$ cat src/rtl/aes_pkg.sv
// aes_pkg: shared AES widths, loader state encoding and byte-lane helper
package aes_pkg;
    localparam int AES_BITS  = 128;
    localparam int AES_BYTES = 16;

    typedef enum logic [1:0] {IDLE, KEY, DATA, HOLD} state_t;

    // Byte i of a section occupies bits [8i : 8i+7] of a [0:127] word.
    // The byte's MSB lands on the lowest bit index.
    function automatic logic [0:AES_BITS-1] put_lane(
        input logic [0:AES_BITS-1] v,
        input logic [3:0]          i,
        input logic [7:0]          b
    );
        v[{i, 3'b000} +: 8] = b;
        return v;
    endfunction
endpackage

$ cat src/rtl/aes_block_loader_if.sv
// aes_block_loader_if: byte-stream input and key/block output handshakes of the loader
//   in_byte/in_valid/in_ready, load_key, abort : byte stream from the feeder
//   key_out/block_out/out_valid/out_ready       : block presented to the AES core
//   err, key_loaded                             : status
interface aes_block_loader_if;
    import aes_pkg::*;
    logic [7:0]          in_byte;
    logic                in_valid;
    logic                in_ready;
    logic                load_key;
    logic                abort;
    logic [0:AES_BITS-1] key_out;
    logic [0:AES_BITS-1] block_out;
    logic                out_valid;
    logic                out_ready;
    logic                err;
    logic                key_loaded;

    modport master (
        output in_byte, in_valid, load_key, abort, out_ready,
        input  in_ready, key_out, block_out, out_valid, err, key_loaded
    );
    modport slave (
        input  in_byte, in_valid, load_key, abort, out_ready,
        output in_ready, key_out, block_out, out_valid, err, key_loaded
    );
endinterface

$ cat src/rtl/aes_byte_shift_reg.sv
// aes_byte_shift_reg: 16-byte staging register written one byte lane at a time
//   clk, rst_n : clock, async active-low reset (clears the register)
//   we, idx    : write enable and byte-lane index (0..15)
//   din        : byte written into lane idx
//   q          : staged word in [0:127] big-endian bit order
module aes_byte_shift_reg
    import aes_pkg::*;
(
    input  logic                clk,
    input  logic                rst_n,
    input  logic                we,
    input  logic [3:0]          idx,
    input  logic [7:0]          din,
    output logic [0:AES_BITS-1] q
);
    always_ff @(posedge clk or negedge rst_n)
        if (!rst_n)
            q <= '0;
        else if (we)
            q <= put_lane(q, idx, din);
endmodule

$ cat src/rtl/aes_block_loader.sv
// aes_block_loader: assembles key/plaintext frames from a byte stream for the AES core
//   clk, rst_n : clock, async active-low reset
//   bus        : slave side of aes_block_loader_if (stream in, block out, err, key_loaded)
module aes_block_loader
    import aes_pkg::*;
#(
    parameter int NBYTES  = 16,
    parameter int TIMEOUT = 1024,
    parameter int TW      = 11
) (
    input logic              clk,
    input logic              rst_n,
    aes_block_loader_if.slave bus
);
    state_t              state, state_n;
    logic [3:0]          cnt, cnt_n;
    logic [TW-1:0]       idle_cnt, idle_n;
    logic                has_key, has_key_n;
    logic                key_we, data_we, fire, drop_err;
    logic                acc, last;
    logic [0:AES_BITS-1] key_q, data_q;

    assign bus.in_ready = rst_n && state != HOLD;
    assign acc          = bus.in_valid && bus.in_ready;
    assign last         = cnt == 4'(NBYTES - 1);

    // cnt is always 0 in IDLE, so the first byte of a frame lands in lane 0.
    aes_byte_shift_reg u_key (
        .clk(clk), .rst_n(rst_n), .we(key_we), .idx(cnt), .din(bus.in_byte), .q(key_q)
    );
    aes_byte_shift_reg u_data (
        .clk(clk), .rst_n(rst_n), .we(data_we), .idx(cnt), .din(bus.in_byte), .q(data_q)
    );

    always_comb begin
        state_n   = state;
        cnt_n     = cnt;
        idle_n    = '0;
        has_key_n = has_key;
        key_we    = 1'b0;
        data_we   = 1'b0;
        fire      = 1'b0;
        drop_err  = 1'b0;
        case (state)
            IDLE: if (acc) begin
                state_n   = bus.load_key ? KEY : DATA;
                cnt_n     = 4'd1;
                has_key_n = bus.load_key;
                key_we    = bus.load_key;
                data_we   = !bus.load_key;
            end
            KEY, DATA: if (bus.abort) begin
                // abort wins over a byte accepted in the same cycle
                state_n = IDLE;
                cnt_n   = '0;
            end else if (acc) begin
                cnt_n   = cnt + 4'd1;
                key_we  = state == KEY;
                data_we = state == DATA;
                if (last && state == KEY)
                    state_n = DATA;
                else if (last) begin
                    // a data-only frame needs a previously stored key
                    fire     = has_key || bus.key_loaded;
                    drop_err = !fire;
                    state_n  = fire ? HOLD : IDLE;
                end
            end else if (TIMEOUT != 0 && idle_cnt == TW'(TIMEOUT - 1)) begin
                state_n  = IDLE;
                cnt_n    = '0;
                drop_err = 1'b1;
            end else
                idle_n = idle_cnt + 1'b1;
            HOLD: if (bus.out_ready) state_n = IDLE;
            default: state_n = IDLE;
        endcase
    end

    always_ff @(posedge clk or negedge rst_n)
        if (!rst_n) begin
            state          <= IDLE;
            cnt            <= '0;
            idle_cnt       <= '0;
            has_key        <= 1'b0;
            bus.key_out    <= '0;
            bus.block_out  <= '0;
            bus.out_valid  <= 1'b0;
            bus.err        <= 1'b0;
            bus.key_loaded <= 1'b0;
        end else begin
            state         <= state_n;
            cnt           <= cnt_n;
            idle_cnt      <= idle_n;
            has_key       <= has_key_n;
            bus.err       <= drop_err;
            bus.out_valid <= state_n == HOLD;
            if (fire) begin
                // the final byte is not yet in data staging, merge it here
                bus.block_out <= put_lane(data_q, cnt, bus.in_byte);
                if (has_key) begin
                    bus.key_out    <= key_q;
                    bus.key_loaded <= 1'b1;
                end
            end
        end
endmodule

$ cat src/flat_wrapper.sv
// flat-port wrapper written by rule: the top's interface ports become plain ports
module aes_block_loader_flat import aes_pkg::*;
#(
    parameter int NBYTES  = 16,
    parameter int TIMEOUT = 1024,
    parameter int TW      = 11
)
  (clk, rst_n, bus_in_byte, bus_in_valid, bus_load_key, bus_abort, bus_out_ready, bus_in_ready, bus_key_out, bus_block_out, bus_out_valid, bus_err, bus_key_loaded);
  aes_block_loader_if bus_i ();
  input logic clk;
  input logic rst_n;
  input wire logic [$bits(bus_i.in_byte)-1:0] bus_in_byte;
  input wire logic [$bits(bus_i.in_valid)-1:0] bus_in_valid;
  input wire logic [$bits(bus_i.load_key)-1:0] bus_load_key;
  input wire logic [$bits(bus_i.abort)-1:0] bus_abort;
  input wire logic [$bits(bus_i.out_ready)-1:0] bus_out_ready;
  output wire logic [$bits(bus_i.in_ready)-1:0] bus_in_ready;
  output wire logic [$bits(bus_i.key_out)-1:0] bus_key_out;
  output wire logic [$bits(bus_i.block_out)-1:0] bus_block_out;
  output wire logic [$bits(bus_i.out_valid)-1:0] bus_out_valid;
  output wire logic [$bits(bus_i.err)-1:0] bus_err;
  output wire logic [$bits(bus_i.key_loaded)-1:0] bus_key_loaded;
  assign bus_i.in_byte = bus_in_byte;
  assign bus_i.in_valid = bus_in_valid;
  assign bus_i.load_key = bus_load_key;
  assign bus_i.abort = bus_abort;
  assign bus_i.out_ready = bus_out_ready;
  assign bus_in_ready = bus_i.in_ready;
  assign bus_key_out = bus_i.key_out;
  assign bus_block_out = bus_i.block_out;
  assign bus_out_valid = bus_i.out_valid;
  assign bus_err = bus_i.err;
  assign bus_key_loaded = bus_i.key_loaded;
  aes_block_loader #(.NBYTES(NBYTES), .TIMEOUT(TIMEOUT), .TW(TW)) u_core (.clk(clk), .rst_n(rst_n), .bus(bus_i));
endmodule
$ cat config.mk
export PLATFORM = sky130hd
export DESIGN_NAME = aes_block_loader_flat
export DESIGN_NICKNAME = d
export VERILOG_FILES = /design/src/rtl/aes_pkg.sv /design/src/rtl/aes_block_loader_if.sv /design/src/rtl/aes_byte_shift_reg.sv /design/src/rtl/aes_block_loader.sv /design/src/flat_wrapper.sv
export SDC_FILE = /design/constraint.sdc
export NUM_CORES = 1
export LEC_CHECK = 0
export CAP_MARGIN = 20
export CORE_UTILIZATION = 25
export CTS_BUF_LIST = sky130_fd_sc_hd__clkbuf_2 sky130_fd_sc_hd__clkbuf_4 sky130_fd_sc_hd__clkbuf_8
export CTS_CLUSTER_SIZE = 20
export DETAILED_ROUTE_END_ITERATION = 10
export PLACE_DENSITY = 0.46
export SYNTH_ARGS = -nofsm -noshare
export SYNTH_HDL_FRONTEND = slang
export SYNTH_SLANG_ARGS = --single-unit
$ cat constraint.sdc
create_clock -name clk -period 3.09 [get_ports clk]
set_input_delay 0.618 -clock clk [delete_from_list [all_inputs] [get_ports clk]]
set_output_delay 0.618 -clock clk [all_outputs]
set_load 0.05 [all_outputs]
**Yosys cells after proc, flatten, opt, wreduce, memory -nomap -nowiden**

Index checks and enable logic that the tools add are counted.

- Add/sub/neg operators: 3
- Multipliers: 0
- Divide/modulo/power cells: 0
- Order comparisons: 0
- Equality and inequality tests: 9
- Shift-type cells: 2
- Muxes and demuxes: 40
- Bitwise logic cells: 1
- Reduce and logical (&&, ||, !) cells: 12

Operators with widths:

| kind | number |
|---|---|
| bitwise mux 128 bit | 2 |
| variable shift 129 x 9 -> 128 bit, first input constant | 1 |
| indexed part select 129 x 9 -> 128 bit | 1 |
| 2-to-1 mux 11 bit | 4 |
| 2-to-1 mux 2 bit | 9 |
| 2-to-1 mux 1 bit | 17 |
| 2-to-1 mux 4 bit | 4 |
| adder 11 x 1 -> 11 bit, second input constant | 1 |
| equality test 11 x 10 -> 1 bit, second input constant | 1 |
| negator 8 -> 9 bit | 1 |
| inverter 7 -> 8 bit | 1 |
| case mux 4 bit (2 select lines) | 1 |
| equality test 2 bit, second input constant | 3 |
| case mux 2 bit (3 select lines) | 1 |
| adder 4 x 1 -> 4 bit, second input constant | 1 |
| equality test 4 bit, second input constant | 1 |
| inequality test 4 x 2 -> 1 bit, second input constant | 1 |
| case mux 1 bit (2 select lines) | 2 |
| AND reduction 2 bit | 2 |
| logical AND 1 bit | 3 |
| AND reduction 3 bit | 1 |
| equality test 2 x 1 -> 1 bit, second input constant | 1 |
| logical NOT 1 bit | 2 |
| logical NOT 2 bit | 1 |
| other kinds (5) | 5 |

- Register bits: 533
- Latch bits: 0
- Memory bits (writable): 0
- Memory bits (read-only): 0
- Input port bits: 14
- Memories: 0

**Logic depth before layout (Yosys ltp)**

Gate-level depths: netlist of the first run.

- Depth in word-level cells: 8
- Gate-level depth with buffers: 11
- Mapped depth without buffers: 6

**Modules after synthesis**

Synthesis of the first run repeated with hierarchy kept, for this count alone.

- Cells, all modules: 1740
- Area, all modules: 22132.5 sq um

By module, submodules not included:

| module | instances | cells an instance | area an instance (sq um) |
|---|---|---|---|
| aes_block_loader | 1 | 1152 | 12433.2 |
| aes_byte_shift_reg | 2 | 294 | 4849.7 |

**Worst setup path after synthesis of the first run**

Ideal clock, no wire load.

- Kind: reg-to-reg
- Start: register u_core.cnt[0]
- End: register u_core.u_data.q[0] (netlist name)
- Data arrival time: 2.217 ns
- Data required time: 2.965 ns
- Path slack: 0.748 ns
- Cell stages (with the launch flop): 10
- Period minus slack after synthesis: 2.342 ns
- Cell sequence: dfrtp_1 -> clkbuf_1 -> buf_2 -> clkinv_1 -> ha_1 -> buf_4 -> or3b_2 -> buf_2 -> nor2_8 -> mux2_2

- Cells in the longest elaborated chain, start to end: 4

Ends and longest elaborated chain:

| what | line | text |
|---|---|---|
| start, declared | aes_block_loader.sv:16 | `logic [3:0] cnt, cnt_n;` |
| start signal, assigned | aes_block_loader.sv:92 | `cnt <= cnt_n;` |
| inverter 7 -> 8 bit (implied by the code) (*) | aes_pkg.sv:15 | `v[{i, 3'b000} +: 8] = b;` |
| negator 8 -> 9 bit (*) | aes_pkg.sv:15 |  |
| indexed part select 129 x 9 -> 128 bit / variable shift 129 x 9 -> 128 bit (equally long branches) | aes_pkg.sv:15 |  |
| bitwise mux 128 bit (*) | aes_pkg.sv:15 |  |
| end signal, assigned | aes_byte_shift_reg.sv:20 | `q <= put_lane(q, idx, din);` |
| end, declared | aes_byte_shift_reg.sv:14 | `output logic [0:AES_BITS-1] q` |

Mark *: on every way between the ends. The rest lies on a longest branch, timed or not.
A chain may end at the register's enable or synchronous reset.

**Worst setup path in the final report of the first run**

- Start: register u_core.cnt[1]
- End: register u_core.u_data.q[43] (netlist name)

The elaborated chain is that of the path after synthesis.

==> impl_metrics.env, run 1 <==
export IMPL_initial_utilization_pct=25.4
export IMPL_drive_above_1_share_pct=27.4
export IMPL_fmax_ghz=0.374
export IMPL_synth_compound_area_share_pct=7.48
export IMPL_crit_top_cell="buf_4"
export IMPL_cp_arrival_ps=3240
export IMPL_instances_no_fill=3361
export IMPL_startpoint="u_core.cnt[1]$_DFFE_PN0P_"
export IMPL_crit_fanout=18
export IMPL_run_status="finished clean"
export IMPL_antenna_found_initial=3
export IMPL_p_total_mw=16.8
export IMPL_drc_errors=0
export IMPL_drtIter0Drc=748
export IMPL_place_area_um2=27000
export IMPL_htree_levels=3
export IMPL_clkPwrFrac_pct=42.2
export IMPL_worstMarginPinSlew_ps=1000
export IMPL_synth_cells=1799
export IMPL_cts_tree="done"
export IMPL_hold_violations=0
export IMPL_tns_ps=0
export IMPL_vias=14913
export IMPL_io_pins=274
export IMPL_die_y_um=305
export IMPL_finalNetCount=2138
export IMPL_ys_types=65
export IMPL_use_met1_pct=19.9
export IMPL_cts_resized=0
export IMPL_dpl_hpwl_mm=47.2
export IMPL_busiest_layer="met2"
export IMPL_numCtsBuffers=95
export IMPL_ant_nets=0
export IMPL_wirelength_mm=69.0
export IMPL_pre_cts_ws_ps=259
export IMPL_wl_per_cell_um=20.5
export IMPL_grt_pass1_vias=15680
export IMPL_power_frac_comb_pct=13.5
export IMPL_r2r_start="u_core.cnt[1]$_DFFE_PN0P_"
export IMPL_met2_usage_pct=23.5
export IMPL_worstSetupStartpointType="flip-flop"
export IMPL_postCtsSetupBuffers=0
export IMPL_vias_per_cell=4.44
export IMPL_hold_buffers=1
export IMPL_cts_root_buffer="clkbuf_8"
export IMPL_clkTransAtPathRegs_ps=70
export IMPL_sw_frac_of_total_pct=28.3
export IMPL_seqPwrFrac_pct=44.3
export IMPL_cp_end_kind="flip-flop"
export IMPL_core_area_um2=90300
export IMPL_cp_required_ps=3660
export IMPL_synthXorXnorAreaFrac_pct=0.306
export IMPL_track_usage_pct=14.8
export IMPL_final_min_clock_period_ps=2680
export IMPL_r2r_cells=7
export IMPL_cp_endpoint="u_core.u_data.q[43]$_DFFE_PN0P_"
export IMPL_ys_seq_elements=533
export IMPL_ir_drop_v=0.000289
export IMPL_synth_area_um2=22900
export IMPL_io_buffer_count=273
export IMPL_fin_crit_sh_pct=86.6
export IMPL_ys_async_sr_fraction_pct=100
export IMPL_grt_pass1_wl_mm=104
export IMPL_cp_slowest_stage_delay_ps=580
export IMPL_drt_pass1_iter_count=5
export IMPL_syn_area_per_cell_um2=12.7
export IMPL_hold_class="in -> async"
export IMPL_areaGrowthSynthToFinish_pct=27.2
export IMPL_crit_type="reg -> reg"
export IMPL_synth_top_flop_cell="dfrtp_1"
export IMPL_ys_seq_area_share_pct=58.3
export IMPL_p_sw_mw=4.77
export IMPL_path_cells="inv_1 > buf_4 > ha_1 > buf_4 > nand3b_2 > nor2_8 > mux2_4"
export IMPL_synth_warnings=0
export IMPL_p_int_mw=12.1
export IMPL_use_met3_pct=3.42
export IMPL_place_gp_congestion=0.763
export IMPL_clockBufferDepth=3
export IMPL_dp_cells=3191
export IMPL_synth_edf_count=0
export IMPL_synthAdderAreaFrac_pct=0.601
export IMPL_clock_sinks=533
export IMPL_p_leak_nw=13.7
export IMPL_relSlewSlack_pct=33.1
export IMPL_finalClockSkew_ps=54.5
export IMPL_grt_setup_unrepaired="no"
export IMPL_r2r_end="u_core.u_data.q[43]$_DFFE_PN0P_"
export IMPL_cellPowerDensity_nw_per_um2=578
export IMPL_fp_dieW_um=305
export IMPL_slew_viol_final=0
export IMPL_critPathSlowestCell="dfrtp_1"
export IMPL_die_area_um2=92800
export IMPL_finalSetupViolCount=0
export IMPL_fin_ws_ps=413
export IMPL_synthSimpleGateAreaFrac_pct=11.1
export IMPL_rows=110
export IMPL_synthMuxAreaShare_pct=19.4
export IMPL_grt_max_degree=173
export IMPL_syn_nets=1824
export IMPL_cap_violations=0
export IMPL_r2r_slack_ps=410
export IMPL_worstSkewPairLatency_ps=710
export IMPL_design_area_um2=29100
export IMPL_synth_top_family_by_area="multiplexers"
export IMPL_overflow=0
power groups by stage:
stage | sequential (mW) | clock (mW) | combinational (mW)
after global routing | 7.49 | 7.70 | 2.50
after global placement | 7.57 | 0 | 2.27
final | 7.46 | 7.10 | 2.28
after floorplan | 7.49 | 0 | 1.49
after detailed placement | 7.58 | 0 | 2.31
after CTS | 7.46 | 7.40 | 2.32
Yosys cell counts, types with 17 or more instances:
master    number  area share, %
buf_2         41           0.90
nor2_1       130            2.1
nor2_8        20            1.7
mux2_2       235             12
dfrtp_1      533             58
mux2_1        19           0.93
mux2i_1       33            1.4
and3_1        26           0.71
nand2_1      183            3.0
and2_1        17           0.46
o21ai_0      129            2.8
a21oi_1      100            2.2
nand3b_1      17           0.56
clkbuf_1      38           0.62
o31ai_1       48            1.6
mux2_4        84            5.5
worst min-delay path by stage:
stage	start	endpoint	slack [ps]	cells after the start
2_1_floorplan	rst_n	u_core.bus.block_out[0]$_DFFE_PN0P_	320	0
3_3_place_gp	u_core.u_key.q[83]$_DFFE_PN0P_	u_core.u_key.q[83]$_DFFE_PN0P_	460	2
3_5_place_dp	u_core.u_key.q[81]$_DFFE_PN0P_	u_core.u_key.q[81]$_DFFE_PN0P_	460	2
4_1_cts	rst_n	u_core.idle_cnt[8]$_DFF_PN0_	300	2
5_1_grt	rst_n	u_core.has_key$_DFFE_PN0P_	330	2
6_report	rst_n	u_core.has_key$_DFFE_PN0P_	370	2
area by class of cell:
type / count / area (um^2)
Timing Repair Buffer: 323 / 3260
Tap cell: 1176 / 1470
Clock buffer: 154 / 1930
Fill cell: 9034 / 61200
Antenna cell: 2 / 5.00
Multi-Input combinational cell: 1154 / 8950
Sequential cell: 533 / 13300
Inverter: 6 / 22.5
Clock inverter: 13 / 144
cell usage in the layout (no fill, tap or decap), drive strengths merged, types with 5 or more instances in the layout:
cell             n
o21ai          135
and2            18
and4             9
and3            26
o2111ai          7
ha              11
or3b            11
nor2           156
mux2i           33
inv              6
nand2b           5
nand3b          23
clkdlybuf4s50  271
clkinv          10
o31ai           48
mux2           338
dfrtp          533
a21oi          100
nand3            9
buf             51
clkbuf         154
nand2          186
cells by family (layout without fill, tap and decap cells):
| family | after synthesis | count (layout) |
|---|---|---|
| simple gates | 464 | 464 |
| fa+ha+maj | 11 | 11 |
| other cells | 0 | 2 |
| flops | 533 | 533 |
| xor+xnor | 8 | 8 |
| compound gates | 300 | 300 |
| buf+inv | 112 | 496 |
| mux | 371 | 371 |
routing by layer:
layer  share of wire, %  vias to the layer above
met5                  0                        -
met4                2.4                        0
met3                5.1                      107
met2                 46                      321
met1                 46                     7539
li1                   -                     6946
per-stage QoR:
stage          hold WS, ps  util [%]
6_report               367      32.3
4_1_cts                295      32.2
3_5_place_dp           464      29.9
5_1_grt                333      32.3
3_3_place_gp           458      29.9
2_1_floorplan          322         -
registers in the layout, summed over array words and instances (netlist names):
name	cells
u_core.bus.key_out	128
u_core.cnt	4
u_core.bus.key_loaded	1
u_core.state	2
u_core.u_key.q	128
u_core.bus.block_out	128
u_core.u_data.q	128
u_core.bus.out_valid	1
u_core.has_key	1
u_core.bus.err	1
u_core.idle_cnt	11
worst max-delay path, delay by kind of cell (launching register included):
family	cells	cell delay (ps)
fa+ha+maj	1	170
buf+inv	3	540
flops	1	580
mux	1	330
simple gates	2	920
(Power assumes the default switching activity.)
==> run 2: changes to the inputs <==
--- a/config.mk
+++ b/config.mk
@@ -12,2 +12,3 @@
 export DETAILED_ROUTE_END_ITERATION = 10
+export MAX_ROUTING_LAYER = met4
 export PLACE_DENSITY = 0.46
--- a/constraint.sdc
+++ b/constraint.sdc
@@ -3,2 +3,2 @@
 set_output_delay 0.618 -clock clk [all_outputs]
-set_load 0.05 [all_outputs]
+set_load 0.02 [all_outputs]
==> run 2 against run 1 <==
  * Hold slack lost 20 ps
  * Register-to-register slack improved by 100 ps
  * Global-route usage up 0.54 points
  * Non-clock buffer count unchanged
  * Cell area is essentially flat
==> impl_metrics.env, run 2 (synthesis gave the netlist of run 1 again) <==
export IMPL_grt_max_degree=174
export IMPL_htree_levels=3
export IMPL_wirelength_mm=69.6
export IMPL_final_cell_mix="532 x dfrtp_1, 271 x clkdlybuf4s50_1, 235 x mux2_2, 183 x nand2_1, 130 x nor2_1"
export IMPL_grt_pass1_vias=15821
export IMPL_cp_end_kind="flip-flop"
export IMPL_tns_ps=0
export IMPL_final_min_clock_period_ps=2580
export IMPL_numCtsBuffers=96
export IMPL_antenna_found_initial=4
export IMPL_relSlewSlack_pct=29.9
export IMPL_p_total_mw=16.9
export IMPL_place_gp_congestion=0.774
export IMPL_fmax_ghz=0.388
export IMPL_crit_type="reg -> reg"
export IMPL_overflow=0
export IMPL_clock_sinks=533
export IMPL_drive_above_1_share_pct=27.6
export IMPL_whs_ps=347
export IMPL_cts_tree="done"
export IMPL_grt_pass1_wl_mm=105
export IMPL_use_met1_pct=19.9
export IMPL_cts_root_buffer="clkbuf_8"
export IMPL_core_area_um2=90300
export IMPL_clockBufferDepth=3
export IMPL_power_frac_comb_pct=13.6
export IMPL_critPathSlowestCell="or3b_2"
export IMPL_worstSetupStartpointType="flip-flop"
export IMPL_slew_viol_final=0
export IMPL_finalClockSkew_ps=38.6
export IMPL_drc_errors=0
export IMPL_fill_cells=9072
export IMPL_die_y_um=305
export IMPL_ir_drop_v=0.000290
export IMPL_finalNetCount=2139
export IMPL_seqPwrFrac_pct=44.2
export IMPL_cp_slowest_stage_delay_ps=700
export IMPL_initial_utilization_pct=25.4
export IMPL_worstMarginPinSlew_ps=1050
export IMPL_cp_arrival_ps=3140
export IMPL_cp_required_ps=3650
export IMPL_run_status="finished clean"
export IMPL_vias=14971
export IMPL_fin_crit_sh_pct=83.4
export IMPL_clkTransAtPathRegs_ps=60
export IMPL_fp_dieW_um=305
export IMPL_io_pins=274
export IMPL_hold_class="in -> async"
export IMPL_wl_per_cell_um=20.7
export IMPL_met2_usage_pct=23.7
export IMPL_cellPowerDensity_nw_per_um2=579
export IMPL_p_leak_nw=13.7
export IMPL_hold_violations=0
export IMPL_die_area_um2=92800
export IMPL_busiest_layer="met2"
export IMPL_io_buffer_count=273
export IMPL_vias_per_cell=4.45
export IMPL_drt_pass1_iter_count=5
export IMPL_grt_setup_unrepaired="no"
export IMPL_sw_frac_of_total_pct=28.6
export IMPL_finalSetupViolCount=0
export IMPL_cap_violations=0
export IMPL_use_met3_pct=3.28
export IMPL_areaGrowthSynthToFinish_pct=27.2
export IMPL_crit_fanout=17
export IMPL_p_sw_mw=4.82
export IMPL_drtIter0Drc=681
export IMPL_worstSkewPairLatency_ps=700
export IMPL_dpl_hpwl_mm=47.6
export IMPL_final_common_cell="dfrtp_1"
export IMPL_path_cells="inv_1 > ha_1 > or3b_2 > nor2_8 > mux2_2"
export IMPL_cts_resized=0
export IMPL_track_usage_pct=15.4
export IMPL_rows=110
export IMPL_ant_nets=0
export IMPL_p_int_mw=12.0
export IMPL_clkPwrFrac_pct=42.2
run 2: area by class of cell:
type | count | area [um^2] | area share (%)
sequential | 533 | 13300 | 45.8
multi-input combinational | 1154 | 8950 | 30.7
timing repair buffer | 323 | 3250 | 11.2
clock buffer | 152 | 1870 | 6.41
tap | 1176 | 1470 | 5.05
clock inverter | 20 | 203 | 0.696
inverter | 6 | 22.5 | 0.0774
antenna | 3 | 7.51 | 0.0258
run 2: final timing paths:
path	slack [ps]	cells past startpoint	end	start
max	510	5	u_core.u_data.q[7]$_DFFE_PN0P_	u_core.cnt[1]$_DFFE_PN0P_
min	350	2	u_core.bus.out_valid$_DFF_PN0_	rst_n
max reg2reg	510	5	u_core.u_data.q[7]$_DFFE_PN0P_	u_core.cnt[1]$_DFFE_PN0P_
min reg2reg	470	2	u_core.u_key.q[18]$_DFFE_PN0P_	u_core.u_key.q[18]$_DFFE_PN0P_
max in group asynchronous	990	4	u_core.u_key.q[90]$_DFFE_PN0P_	rst_n
min in group clk	470	2	u_core.u_key.q[18]$_DFFE_PN0P_	u_core.u_key.q[18]$_DFFE_PN0P_
run 2: metrics by stage:
| step | utilization (%) | cells | instance area (um^2) | setup slack [ps] |
|---|---|---|---|---|
| floorplan | - | 1799 | 22900 | 748 |
| global placement | 29.9 | 3191 | 27000 | 288 |
| detailed placement | 29.9 | 3191 | 27000 | 252 |
| CTS | 32.2 | 3364 | 29100 | 454 |
| global route | 32.2 | 3366 | 29100 | 336 |
| finish | 32.2 | 3367 | 29100 | 514 |
run 2: power groups by stage:
stage | clock (mW) | sequential, mW | combinational, mW
after floorplan | 0 | 7.48 | 1.48
after global placement | 0 | 7.57 | 2.27
after detailed placement | 0 | 7.58 | 2.31
after CTS | 7.40 | 7.46 | 2.32
after global routing | 7.71 | 7.49 | 2.49
final | 7.11 | 7.46 | 2.29
run 2: timing repair:
item,CTS,global route
buffers inserted,0,0
hold buffers,1,0
endpoints found under the setup margin,0,0
hold endpoints to repair,25,0
run 2: metal layers:
metal	up-vias	share of wire (%)
met2	372	47
met1	7539	46
met5	-	0
li1	6942	-
met3	118	5.1
met4	0	2.7
run 2: worst max-delay path: cells and delay by family, from the launching register on:
kind                     cells  cell delay [ps]
adder cells (fa/ha/maj)      1              430
buffers and inverters        1              170
multiplexers                 1              350
AND/OR/NAND/NOR              2              950
flip-flops                   1              530
==> run 3: changes to the inputs <==
clock period = 2.6 ns   (was 3.09 ns; I/O delays follow)
==> run 3 against run 2 <==
  * Non-clock buffer count increased by 30
  * Core utilization up 0.11 points
  * Register-to-register slack got worse by 290 ps
  * Power increased by 17%
  * Worst setup slack worse by 330 ps
  * First-iteration DRC count up 23%
  * Critical path depth unchanged
  * Wire length is 0.30% higher
  * Global-route usage grew 0.20 points
  * Clock skew is 6.3 ps lower
  * Cell area increased by 0.33%
  * Critical path type is now in -> out
  * Critical endpoint is now bus_in_ready
  * Largest cell class unchanged
  * Largest power group unchanged
==> impl_metrics.env, run 3 (synthesis gave the netlist of run 1 again) <==
export IMPL_r2r_start="u_core.state[0]$_DFF_PN0_"
export IMPL_p_int_mw=14.0
export IMPL_clockBufferDepth=3
export IMPL_worstSetupStartpointType="input port"
export IMPL_crit_type="in -> out"
export IMPL_hold_violations=0
export IMPL_run_status="finished clean"
export IMPL_clkTransAtPathRegs_ps=60
export IMPL_crit_fanout=28
export IMPL_slew_viol_final=0
export IMPL_r2r_end="u_core.bus.key_out[100]$_DFFE_PN0P_"
export IMPL_cp_required_ps=2080
export IMPL_fmax_ghz=0.414
export IMPL_r2r_slack_ps=220
export IMPL_clock_sinks=533
export IMPL_ir_drop_v=0.000322
export IMPL_cap_violations=0
export IMPL_vias=15094
export IMPL_core_area_um2=90300
export IMPL_htree_levels=3
export IMPL_rows=110
export IMPL_io_buffer_count=273
export IMPL_place_gp_congestion=0.790
export IMPL_numCtsBuffers=95
export IMPL_fp_dieW_um=305
export IMPL_overflow=0
export IMPL_areaGrowthSynthToFinish_pct=27.6
export IMPL_drtIter0Drc=841
export IMPL_cts_tree="done"
export IMPL_worstSkewPairLatency_ps=690
export IMPL_final_common_cell="dfrtp_1"
export IMPL_ant_nets=0
export IMPL_drc_errors=0
export IMPL_cts_root_buffer="clkbuf_8"
export IMPL_initial_utilization_pct=25.4
export IMPL_wl_per_cell_um=20.6
export IMPL_die_area_um2=92800
export IMPL_wirelength_mm=69.8
export IMPL_drt_pass1_iter_count=7
export IMPL_tns_ps=0
export IMPL_final_cell_mix="532 x dfrtp_1, 271 x clkdlybuf4s50_1, 235 x mux2_2, 183 x nand2_1, 130 x nor2_1"
export IMPL_hold_class="in -> async"
export IMPL_grt_max_degree=181
export IMPL_dpl_hpwl_mm=48.1
export IMPL_r2r_cells=7
export IMPL_finalNetCount=2168
export IMPL_seqPwrFrac_pct=45.0
export IMPL_drive_above_1_share_pct=28.1
export IMPL_fin_crit_sh_pct=93.0
export IMPL_vias_per_cell=4.46
export IMPL_final_min_clock_period_ps=2420
export IMPL_grt_setup_unrepaired="no"
export IMPL_postCtsSetupBuffers=0
export IMPL_grt_pass1_wl_mm=106
export IMPL_antenna_found_initial=4
export IMPL_clkPwrFrac_pct=40.6
export IMPL_fin_ws_ps=182
export IMPL_sw_frac_of_total_pct=28.6
export IMPL_pre_cts_ws_ps=24.6
export IMPL_cp_arrival_ps=1900
export IMPL_grt_pass1_vias=15994
export IMPL_cp_end_kind="output pin"
export IMPL_finalSetupViolCount=0
export IMPL_io_pins=274
export IMPL_track_usage_pct=15.6
export IMPL_power_frac_comb_pct=14.4
export IMPL_p_sw_mw=5.63
export IMPL_p_leak_nw=13.8
export IMPL_cellPowerDensity_nw_per_um2=674
export IMPL_startpoint="rst_n"
export IMPL_finalClockSkew_ps=32.3
export IMPL_die_y_um=305
export IMPL_cp_endpoint="bus_in_ready"
export IMPL_relSlewSlack_pct=25.1
export IMPL_worstMarginPinSlew_ps=1120
-- run 3: cell types whose count changed in the layout (fill, tap and decap cells not counted), moves of 2 or more --
cell        change
buf_4          +28
clkbuf_4        -6
clkinv_2        -4
clkinvlp_4      -3
bufinv_16       -2
inv_6           +2
-- run 3: worst min path at each step --
stage,slack (ps),start,endpoint
final,460,rst_n,u_core.u_data.q[76]$_DFFE_PN0P_
after global routing,450,rst_n,u_core.u_data.q[9]$_DFFE_PN0P_
after CTS,440,bus_abort,u_core.cnt[0]$_DFFE_PN0P_
after detailed placement,460,u_core.u_key.q[18]$_DFFE_PN0P_,u_core.u_key.q[18]$_DFFE_PN0P_
after global placement,460,u_core.u_key.q[78]$_DFFE_PN0P_,u_core.u_key.q[78]$_DFFE_PN0P_
after floorplan,220,rst_n,u_core.bus.block_out[0]$_DFFE_PN0P_
-- run 3: power groups by stage --
stage	combinational [mW]	clock (mW)	sequential, mW
2_1_floorplan	1.76	0	8.89
3_3_place_gp	2.86	0	8.99
3_5_place_dp	2.89	0	8.99
4_1_cts	2.90	8.33	8.85
5_1_grt	3.11	8.69	8.88
6_report	2.84	7.99	8.85
-- run 3: layer usage --
| metal | vias up | global-route usage, % | part of all wire [%] |
|---|---|---|---|
| li1 | 6996 | - | - |
| met1 | 7662 | 20.1 | 45 |
| met2 | 336 | 24.3 | 47 |
| met3 | 100 | 3.55 | 5.7 |
| met4 | 0 | 4.76 | 2.3 |
| met5 | - | - | 0 |
-- run 3: per-stage QoR --
step | power, mW | instances | area, um^2 | utilization, % | hold WS (ps)
2_1_floorplan | 10.7 | 1799 | 22900 | - | 224
3_3_place_gp | 11.9 | 3221 | 27300 | 30.2 | 460
3_5_place_dp | 11.9 | 3221 | 27300 | 30.2 | 463
4_1_cts | 20.1 | 3380 | 29200 | 32.3 | 442
5_1_grt | 20.7 | 3382 | 29200 | 32.3 | 446
6_report | 19.7 | 3384 | 29200 | 32.3 | 457
-- run 3: worst max-delay path, stage by stage --
cell           delay, ps
dlygate4sd3_1        560
buf_8                150
buf_6                310
nor2b_1              190
buf_4                160
-- run 3: area by class of cell --
type / count / area, um^2
timing repair buffer: 353 / 3490
clock buffer: 145 / 1810
clock inverter: 13 / 113
inverter: 6 / 22.5
antenna: 4 / 10.0
fill: 9009 / 61100
sequential: 533 / 13300
tap: 1176 / 1470
multi-input combinational: 1154 / 8950
-- run 3: what timing repair did --
action	in CTS	in global routing
hold buffers	1	0
setup endpoints to repair	0	1
endpoints found under the hold margin	50	0
gates resized for setup	0	1
